## src/rtl/ika32010_ioport.sv

```systemverilog
// ----------------------------------------------------------------------------
// ika32010_ioport
//
// I/O port bridge sitting on the IKA32010 controller's external bus. It
// services the DSP's port cycles, where the port number is AOUT[2:0]:
//   * OUT cycles (WE_n low) are captured and queued into a FIFO toward a host.
//   * IN cycles (DEN_n low) are answered from eight host-loaded input
//     registers. Each register has a mailbox-full flag, and one of these flags
//     drives the controller's BIO_n pin.
//
// Parameters
//   FIFO_DEPTH : number of output FIFO entries (power of two, 2..64)
//   BIO_PORT   : input port (0..7) whose full flag drives o_BIO_n
//
// Build option
//   IKA32010_IOPORT_STATUS_EN : when defined, a DSP read of port 7 returns
//   {o_OVF, 1'b0, o_FIFO_CNT[5:0], full[7:0]} instead of the port-7 register,
//   and completing a port-7 read leaves full[7] unchanged. When the macro is
//   not defined, port 7 behaves like ports 0..6.
//
// Ports
//   i_EMUCLK       system clock; all logic runs on its rising edge
//   i_RST          synchronous reset, active high
//   i_DEN_n        controller data-read strobe (multi-cycle, active low)
//   i_WE_n         controller write strobe (multi-cycle, active low)
//   i_AOUT[2:0]    port address
//   i_DOUT[15:0]   controller write data
//   o_DIN[15:0]    read data to the controller; zero when not reading
//   o_DIN_OE       high while o_DIN is driven
//   o_BIO_n        low while full[BIO_PORT] is set, one cycle behind the flag
//   o_HOST_VALID   FIFO head is valid
//   o_HOST_PORT    port number of the FIFO head
//   o_HOST_DATA    data of the FIFO head
//   i_HOST_READY   pops the FIFO head when o_HOST_VALID is high
//   i_HOST_WR      loads an input register and sets its full flag
//   i_HOST_WPORT   selects the input register to load
//   i_HOST_WDATA   data for the input register
//   o_FIFO_CNT     FIFO occupancy, 0..FIFO_DEPTH
//   o_OVF          sticky overflow; cleared only by reset
// ----------------------------------------------------------------------------
module ika32010_ioport #(
    parameter int FIFO_DEPTH = 8,
    parameter int BIO_PORT   = 0
) (
    input  logic        i_EMUCLK,
    input  logic        i_RST,
    input  logic        i_DEN_n,
    input  logic        i_WE_n,
    input  logic [2:0]  i_AOUT,
    input  logic [15:0] i_DOUT,
    output logic [15:0] o_DIN,
    output logic        o_DIN_OE,
    output logic        o_BIO_n,
    output logic        o_HOST_VALID,
    output logic [2:0]  o_HOST_PORT,
    output logic [15:0] o_HOST_DATA,
    input  logic        i_HOST_READY,
    input  logic        i_HOST_WR,
    input  logic [2:0]  i_HOST_WPORT,
    input  logic [15:0] i_HOST_WDATA,
    output logic [6:0]  o_FIFO_CNT,
    output logic        o_OVF
);

    localparam int               PTR_W   = (FIFO_DEPTH > 1) ? $clog2(FIFO_DEPTH) : 1;
    localparam logic [6:0]       DEPTH_C = 7'(FIFO_DEPTH);
    localparam logic [PTR_W-1:0] PTR_ONE = PTR_W'(1);
    localparam logic [2:0]       BIO_IDX = 3'(BIO_PORT);

`ifdef IKA32010_IOPORT_STATUS_EN
    // Port 7 is the status port; its read completion must not consume full[7].
    localparam logic [7:0] CLR_MASK = 8'h7F;
`else
    localparam logic [7:0] CLR_MASK = 8'hFF;
`endif

    // ------------------------------------------------------------------------
    // Strobe trackers and write capture
    // ------------------------------------------------------------------------
    logic        we_q;
    logic        den_q;
    logic [2:0]  hold_port_q;
    logic [15:0] hold_data_q;
    logic [2:0]  rd_port_q;

    // Rising edge of each strobe. The trackers reset to "high", so a strobe
    // that was already low during reset only counts once a low cycle has been
    // sampled after reset is released.
    logic wr_commit;
    logic rd_done;

    assign wr_commit = ~we_q & i_WE_n;
    assign rd_done   = ~den_q & i_DEN_n;

    always_ff @(posedge i_EMUCLK) begin
        if (i_RST) begin
            we_q        <= 1'b1;
            den_q       <= 1'b1;
            hold_port_q <= 3'd0;
            hold_data_q <= 16'd0;
            rd_port_q   <= 3'd0;
        end else begin
            we_q  <= i_WE_n;
            den_q <= i_DEN_n;
            // The bus may still be settling early in the strobe, so the last
            // value sampled while low is the one that gets committed.
            if (!i_WE_n) begin
                hold_port_q <= i_AOUT;
                hold_data_q <= i_DOUT;
            end
            if (!i_DEN_n) begin
                rd_port_q <= i_AOUT;
            end
        end
    end

    // ------------------------------------------------------------------------
    // Output FIFO: storage array plus a registered show-ahead head
    // ------------------------------------------------------------------------
    logic [18:0]      fifo_mem [FIFO_DEPTH];
    logic [PTR_W-1:0] wr_ptr_q;
    logic [PTR_W-1:0] wr_ptr_d;
    logic [PTR_W-1:0] rd_ptr_q;
    logic [PTR_W-1:0] rd_ptr_d;
    logic [6:0]       cnt_q;
    logic [6:0]       cnt_d;
    logic             valid_q;
    logic [2:0]       head_port_q;
    logic [15:0]      head_data_q;
    logic             ovf_q;

    logic        fifo_full;
    logic        pop;
    logic        push;
    logic        drop;
    logic        bypass;
    logic [18:0] push_entry;

    assign fifo_full  = (cnt_q == DEPTH_C);
    assign pop        = valid_q & i_HOST_READY;
    // Popping frees a slot in the same cycle, so a push at full is legal then.
    assign push       = wr_commit & (~fifo_full | pop);
    assign drop       = wr_commit & fifo_full & ~pop;
    assign push_entry = {hold_port_q, hold_data_q};

    // The entry being pushed becomes the head right away when it lands in the
    // slot the head pointer moves to: an empty FIFO, or a single entry that is
    // popped in the same cycle. Otherwise the head is read from the array.
    assign bypass = push & ((cnt_q == 7'd0) | ((cnt_q == 7'd1) & pop));

    always_comb begin
        cnt_d = cnt_q;
        if (push && !pop) begin
            cnt_d = cnt_q + 7'd1;
        end else if (pop && !push) begin
            cnt_d = cnt_q - 7'd1;
        end
    end

    assign wr_ptr_d = push ? (wr_ptr_q + PTR_ONE) : wr_ptr_q;
    assign rd_ptr_d = pop  ? (rd_ptr_q + PTR_ONE) : rd_ptr_q;

    // Storage array, no reset so it maps onto memory resources.
    always_ff @(posedge i_EMUCLK) begin
        if (push) begin
            fifo_mem[wr_ptr_q] <= push_entry;
        end
    end

    always_ff @(posedge i_EMUCLK) begin
        if (i_RST) begin
            wr_ptr_q    <= '0;
            rd_ptr_q    <= '0;
            cnt_q       <= 7'd0;
            valid_q     <= 1'b0;
            head_port_q <= 3'd0;
            head_data_q <= 16'd0;
            ovf_q       <= 1'b0;
        end else begin
            wr_ptr_q <= wr_ptr_d;
            rd_ptr_q <= rd_ptr_d;
            cnt_q    <= cnt_d;
            valid_q  <= (cnt_d != 7'd0);
            if (drop) begin
                ovf_q <= 1'b1;
            end
            // Registered read at the next head pointer gives show-ahead
            // behaviour with no bubble between back-to-back pops. The write
            // slot never equals rd_ptr_d outside the bypass cases.
            if (cnt_d == 7'd0) begin
                head_port_q <= 3'd0;
                head_data_q <= 16'd0;
            end else if (bypass) begin
                {head_port_q, head_data_q} <= push_entry;
            end else begin
                {head_port_q, head_data_q} <= fifo_mem[rd_ptr_d];
            end
        end
    end

    // ------------------------------------------------------------------------
    // Input registers and mailbox-full flags
    // ------------------------------------------------------------------------
    logic [15:0] inreg_q [8];
    logic [7:0]  full_q;
    logic [7:0]  full_d;

    always_ff @(posedge i_EMUCLK) begin
        if (i_RST) begin
            for (int i = 0; i < 8; i++) begin
                inreg_q[i] <= 16'd0;
            end
        end else if (i_HOST_WR) begin
            inreg_q[i_HOST_WPORT] <= i_HOST_WDATA;
        end
    end

    // A host load wins over a read completion on the same port, so a fresh
    // value delivered just as the DSP finishes reading is not lost.
    genvar gi;
    generate
        for (gi = 0; gi < 8; gi++) begin : g_full
            logic set_flag;
            logic clr_flag;
            assign set_flag   = i_HOST_WR & (i_HOST_WPORT == 3'(gi));
            assign clr_flag   = rd_done & (rd_port_q == 3'(gi)) & CLR_MASK[gi];
            assign full_d[gi] = set_flag ? 1'b1 : (clr_flag ? 1'b0 : full_q[gi]);
        end
    endgenerate

    always_ff @(posedge i_EMUCLK) begin
        if (i_RST) begin
            full_q <= 8'd0;
        end else begin
            full_q <= full_d;
        end
    end

    // ------------------------------------------------------------------------
    // Read path: one cycle of latency from the falling DEN_n
    // ------------------------------------------------------------------------
    logic [15:0] rd_word;
    logic [15:0] din_q;
    logic        din_oe_q;
    logic        bio_n_q;

    always_comb begin
        rd_word = inreg_q[i_AOUT];
`ifdef IKA32010_IOPORT_STATUS_EN
        if (i_AOUT == 3'd7) begin
            rd_word = {ovf_q, 1'b0, cnt_q[5:0], full_q};
        end
`endif
    end

    always_ff @(posedge i_EMUCLK) begin
        if (i_RST) begin
            din_q    <= 16'd0;
            din_oe_q <= 1'b0;
            bio_n_q  <= 1'b1;
        end else begin
            din_oe_q <= ~i_DEN_n;
            din_q    <= i_DEN_n ? 16'd0 : rd_word;
            bio_n_q  <= ~full_q[BIO_IDX];
        end
    end

    // ------------------------------------------------------------------------
    // Outputs
    // ------------------------------------------------------------------------
    assign o_DIN        = din_q;
    assign o_DIN_OE     = din_oe_q;
    assign o_BIO_n      = bio_n_q;
    assign o_HOST_VALID = valid_q;
    assign o_HOST_PORT  = head_port_q;
    assign o_HOST_DATA  = head_data_q;
    assign o_FIFO_CNT   = cnt_q;
    assign o_OVF        = ovf_q;

endmodule
```

## config.mk

```make
export PLATFORM = sky130hd
export DESIGN_NAME = ika32010_ioport
export DESIGN_NICKNAME = d
export VERILOG_FILES = /design/src/rtl/ika32010_ioport.sv
export SDC_FILE = /design/constraint.sdc
export NUM_CORES = 1
export LEC_CHECK = 0
export CAP_MARGIN = 20
export CORE_ASPECT_RATIO = 0.8
export CORE_UTILIZATION = 29
export DETAILED_ROUTE_END_ITERATION = 16
export PLACE_DENSITY = 0.48
export SYNTH_ARGS = -nofsm -noshare
export SYNTH_HDL_FRONTEND = slang
export SYNTH_SLANG_ARGS = --single-unit
```

## constraint.sdc

```tcl
create_clock -name i_EMUCLK -period 4.9 [get_ports i_EMUCLK]
set_input_delay 0.98 -clock i_EMUCLK [delete_from_list [all_inputs] [get_ports i_EMUCLK]]
set_output_delay 0.98 -clock i_EMUCLK [all_outputs]
set_load 0.005 [all_outputs]
```

== After elaboration in Yosys (flattened, before gate mapping) ==
Memory sizes are Yosys's and may differ from the RTL's. A register that Yosys moved wholly into a read port is not among the register bits.
Index checks and enable logic that the tools add are counted.

* Flip-flop bits (word level): 61
* Memory bits (writable): 280
* Input bits: 44
* Output and inout port bits: 46
* Word-level logic and storage cells: 71
* Memories: 2

{| class="wikitable"
|+ Memories
! memory !! words !! width !! read ports !! clocked after Yosys merged registers in !! wr ports !! RTL line !! RTL
|-
| fifo_mem || 8 || 19 || 1 || 0 || 1 || 120 || <nowiki>logic [18:0] fifo_mem [FIFO_DEPTH];</nowiki>
|-
| inreg_q || 8 || 16 || 1 || 1 || 8 || 204 || <nowiki>logic [15:0] inreg_q [8];</nowiki>
|}

* Add/subtract/negate cells: 4
* Equal/unequal tests: 2
* Muxes and demuxes: 17
* Bitwise gates (word level): 18
* Reduce and logical (&&, ||, !) cells: 13

{| class="wikitable"
|+ Operators with widths
! operator !! count
|-
| 2-to-1 mux 16 bit || 2
|-
| OR reduction 16 bit || 1
|-
| logical NOT 7 bit || 2
|-
| 2-to-1 mux 7 bit || 2
|-
| bitwise AND 1 bit || 10
|-
| 2-to-1 mux 1 bit || 10
|-
| 2-to-1 mux 3 bit || 3
|-
| adder 7 x 1 -> 7 bit (second input constant) || 1
|-
| equality test 7 x 1 -> 1 bit (second input constant) || 1
|-
| equality test 7 x 4 -> 1 bit (second input constant) || 1
|-
| nonzero test 7 bit || 1
|-
| subtractor 7 x 1 -> 7 bit (second input constant) || 1
|-
| adder 3 x 1 -> 3 bit (second input constant) || 2
|-
| logical NOT 3 bit || 2
|-
| NOT 1 bit || 6
|-
| OR reduction 2 bit || 2
|-
| logical AND 1 bit || 2
|-
| logical NOT 1 bit || 2
|-
| OR 1 bit || 2
|-
| nonzero test 2 bit || 1
|}

== Logic depth before layout (Yosys ltp) ==
* Depth in word-level cells: 10
* Depth in mapped cells: 10
* Depth with buffers taken out: 8

== Worst setup path before layout ==
Ideal clock, no wire load.

* Path kind: input-to-reg
* Start point: in i_HOST_READY
* End point: mem fifo_mem[0][0] (enable)
* Library setup time: 0.444 ns
* Arrival: 3.491 ns
* Data required time: 4.456 ns
* Slack: 0.965 ns
* Cell stages on the path: 5
* Cell sequence: and2_1 buf_2 buf_2 o21ai_0 nor4_1

* Word-level cells in the longest chain between the ends: 5

{| class="wikitable"
|+ RTL lines
! element !! RTL line !! RTL
|-
| start: declaration || 57 || <nowiki>input logic i_HOST_READY,</nowiki>
|-
| bitwise AND 1 bit || 140 || <nowiki>assign pop = valid_q & i_HOST_READY;</nowiki>
|-
| OR 1 bit || 142 || <nowiki>assign push = wr_commit & (~fifo_full | pop);</nowiki>
|-
| bitwise AND 1 bit || 142 ||
|-
| 2-to-1 mux 1 bit || 165 || <nowiki>if (push) begin</nowiki>
|-
| 2-to-1 mux 1 bit (implied by the code) || 166 || <nowiki>fifo_mem[wr_ptr_q] <= push_entry;</nowiki>
|-
| end: declaration || 120 ||
|}

Every way passes these cells.

== Final worst setup path ==
* Start point: in i_HOST_READY
* End point: reg head_data_q[9], in the netlist o_HOST_DATA[9]

* Word-level cells in the longest chain between the ends: 9
* Elaborated cells on any way between the ends: 17
* Classes of those cells: mux: 4; bitwise: 6; reduce/logical: 6; memory: 1

{| class="wikitable"
|+ RTL lines
! element !! RTL line !! RTL
|-
| bitwise AND 1 bit (*) || 140 ||
|-
| OR 1 bit || 142 ||
|-
| bitwise AND 1 bit || 142 ||
|-
| logical NOT 1 bit || 155 || <nowiki>end else if (pop && !push) begin</nowiki>
|-
| logical AND 1 bit || 155 ||
|-
| 2-to-1 mux 7 bit || 155 ||
|-
| 2-to-1 mux 7 bit || 153 || <nowiki>if (push && !pop) begin</nowiki>
|-
| logical NOT 7 bit || 190 || <nowiki>if (cnt_d == 7'd0) begin</nowiki>
|-
| OR reduction 2 bit (no source line) || n/a ||
|-
| end signal: assignment || 194 || <nowiki>{head_port_q, head_data_q} <= push_entry;</nowiki>
|-
| end signal: assignment || 196 || <nowiki>{head_port_q, head_data_q} <= fifo_mem[rd_ptr_d];</nowiki>
|-
| end: declaration || 129 || <nowiki>logic [15:0] head_data_q;</nowiki>
|}

Mark *: on every way between the ends. The rest lies on a longest branch, timed or not.
A chain may end at the register's enable or synchronous reset.

==> flow_metrics.py <==
metrics = {
    "outcome": {
        "status": "finished clean",
    },
    "timing": {
        "setup_tns_ns": 0,
        "setup_viol": 0,
        "worst_pin_slew_ns": 1.11,
        "period_share": 0.636,
        "finalHoldViolCount": 0,
        "finalCriticalPeriod_ns": 3.11,
        "maxSlewViolCount": 0,
        "grt_setup_unrepaired": "false",
        "skew_ns": 0.0202,
        "maxSlewHeadroom": 0.262,
        "fmax_ghz": 0.321,
    },
    "min_path": {
        "min_path_type": "reg -> reg",
    },
    "clock_tree": {
        "numCtsBuffers": 40,
        "cts-root-buf": "clkbuf_16",
        "cts-htree-levels": 2,
        "cts.sinks": 357,
        "cts_setup_buffers": 0,
        "clock_path_buffers": 3,
        "hold_buffers": 0,
        "clkLatencyLatePin_ns": 0.55,
        "cts_tree": "done",
        "clk_pin_slew_ns": 0.06,
        "cts_resized": 0,
    },
    "synth": {
        "synth.area.mux_share": 0.0889,
        "synth-async-reset-ratio": 0,
        "synth-compound-area-share": 0.0493,
        "synthDistinctLibCells": 48,
        "synthTopCellsByArea": "edfxtp_1, dfxtp_1, and2_1",
        "synth_top_area_frac": 0.575,
        "synth_area_um2": 14600,
        "synth_warnings": 0,
        "ys_top_cells_by_count": "edfxtp_1, nand2_1, and2_1",
        "ys.flop_type": "edfxtp_1",
        "synth_top_family_by_area": "simple AND/OR/NAND/NOR gates",
        "syn_avg_cell_area_um2": 14.1,
        "yosys.area_share.simple": 0.152,
        "yosysMostFrequentCell": "edfxtp_1",
        "yosysSeqAreaShare": 0.680,
        "syn_nets": 1088,
        "synth-seq-cells": 357,
        "synthAdderAreaFrac": 0.00513,
        "syn-instance-count": 1038,
        "synth_xor_area_frac": 0.00659,
        "synth_top_area_cell": "edfxtp_1",
        "synth-edff-count": 280,
    },
    "run": {
        "cap_violations": 0,
    },
    "route": {
        "vias": 8499,
        "vias_per_cell": 4.60,
        "wl_per_cell_um": 20.0,
        "drt.antenna.violating_nets": 0,
        "drc": 0,
        "drtPass1Iterations": 5,
        "drtIter0Drc": 426,
        "wl_um": 36900,
    },
    "global_routing": {
        "grt_pass1_vias": 8663,
        "grt_max_degree": 78,
        "gr-total-overflow": 0,
        "grtUsageTotal": 0.146,
        "antenna_found_initial": 4,
        "grt_pass1_wl_um": 55800,
    },
    "setup_path": {
        "required_ns": 5.33,
        "worstPathArrival_ns": 3.54,
        "start_kind": "input pin",
        "crit_type": "in -> reg",
        "crit_path_end_kind": "register",
        "critPathMaxFanout": 20,
    },
    "floorplanning": {
        "die-area_um2": 51400,
        "rows": 73,
        "initial_core_util": 0.294,
        "core_um2": 49800,
        "die_width_um": 253,
        "num_io_pins": 90,
        "die_y_um": 203,
    },
    "final_layout": {
        "fin_nets": 1191,
        "drive_above_1_share": 0.139,
        "final_cells": 1849,
        "area_delta_synth_final_pct": 20.5,
    },
    "placed_design": {
        "io_buffers": 89,
        "dp_hpwl_um": 19700,
        "numPlacedInstances": 1774,
        "place_congestion": 0.760,
    },
    "power": {
        "p_leak_nw": 6.23,
        "p_per_area_nw_per_um2": 456,
        "ir_drop_mv": 0.257,
        "finalPower_w": 0.00804,
    },
}
==> cell families after synthesis <==
logic type / Yosys count
and+or+nand+nor: 449
DFF: 357
muxes: 90
AOI/OAI and AO/OA: 64
buffers and inverters: 61
xor gates and xnor gates: 11
adders and majority gates: 6
==> worst paths after layout <==
kind,start,slack [ns],endpoint,cells after the start
max,i_HOST_READY,1.79,o_HOST_DATA[9],8
min,full_q[0],0.41,o_BIO_n,1
max reg2reg,o_FIFO_CNT[0],2.16,fifo_mem[3][5],7
min reg2reg,full_q[0],0.41,o_BIO_n,1
==> routing by layer <==
metal | vias up | track usage | wire, um | share of wire
met3 | 36 | 0.0345 | 1670 | 0.045
met2 | 146 | 0.242 | 17900 | 0.48
li1 | 4004 | - | - | -
met4 | 4 | 0.0335 | 477 | 0.013
met1 | 4309 | 0.194 | 16900 | 0.46
met5 | - | 0 | 26 | 0.00070
==> critical path, stage by stage <==
cell and delay (ns):
clkdlybuf4s50_1 0.52, and2_1 0.57, nor3_1 0.13, or3_1 0.38
a211oi_1 0.34, a41oi_2 0.15, buf_4 0.28, a21boi_4 0.18
==> cell type report <==
cell class,count,area [um^2]
Antenna cell,1,2.50
Tap cell,675,845
Fill cell,4833,32100
Timing Repair Buffer,117,1100
Clock buffer,55,1120
Clock inverter,19,120
Inverter,5,18.8
Multi-Input combinational cell,620,4480
Sequential cell,357,9950
==> report_power, final <==
group / switching [W] / internal [W] / leakage (nW)
clock network: 0.00120 / 0.00166 / 0.610
logic: 0.000889 / 0.000717 / 2.36
registers: 0.000128 / 0.00345 / 3.26
total: 0.00221 / 0.00582 / 6.23
==> placed cells by master, fill, tap and decap left out, types with 4 or more instances in the layout <==
| cell type | n |
|---|---|
| a21boi_4 | 19 |
| a21oi_1 | 7 |
| a32oi_1 | 20 |
| and2_1 | 129 |
| buf_4 | 27 |
| clkbuf_1 | 11 |
| clkbuf_16 | 42 |
| clkdlybuf4s50_1 | 86 |
| clkinv_1 | 10 |
| clkinv_2 | 6 |
| dfxtp_1 | 77 |
| edfxtp_1 | 280 |
| ha_1 | 6 |
| inv_1 | 4 |
| mux2i_1 | 58 |
| mux4_2 | 32 |
| nand2_1 | 147 |
| nand2b_1 | 7 |
| nand3_1 | 44 |
| nand4_1 | 19 |
| nor2_1 | 63 |
| nor3_1 | 5 |
| nor3_2 | 6 |
| o21ai_0 | 4 |
| or2_2 | 9 |
| or3_1 | 4 |
| xnor2_1 | 5 |
| xor2_1 | 4 |
==> through the flow <==
step	worst slack [ns]	util	instance area, um^2	hold WS, ns
2_1_floorplan	0.965	-	14600	0.377
3_3_place_gp	1.24	0.329	16400	0.391
3_5_place_dp	1.23	0.329	16400	0.399
4_1_cts	1.81	0.354	17600	0.413
5_1_grt	1.63	0.354	17600	0.422
6_report	1.79	0.354	17600	0.410
==> registers in the layout (all words and copies together), names as in the netlist <==
| register | count |
|---|---|
| fifo_mem | 152 |
| rd_port_q | 3 |
| hold_data_q | 16 |
| den_q | 1 |
| full_q | 1 |
| o_HOST_VALID | 1 |
| o_DIN_OE | 1 |
| inreg_q | 128 |
| o_BIO_n | 1 |
| o_HOST_DATA | 16 |
| o_DIN | 16 |
| rd_ptr_q | 3 |
| o_HOST_PORT | 3 |
| we_q | 1 |
| o_FIFO_CNT | 7 |
| o_OVF | 1 |
| hold_port_q | 3 |
| wr_ptr_q | 3 |
No activity file was read; power rests on OpenSTA's default activity.
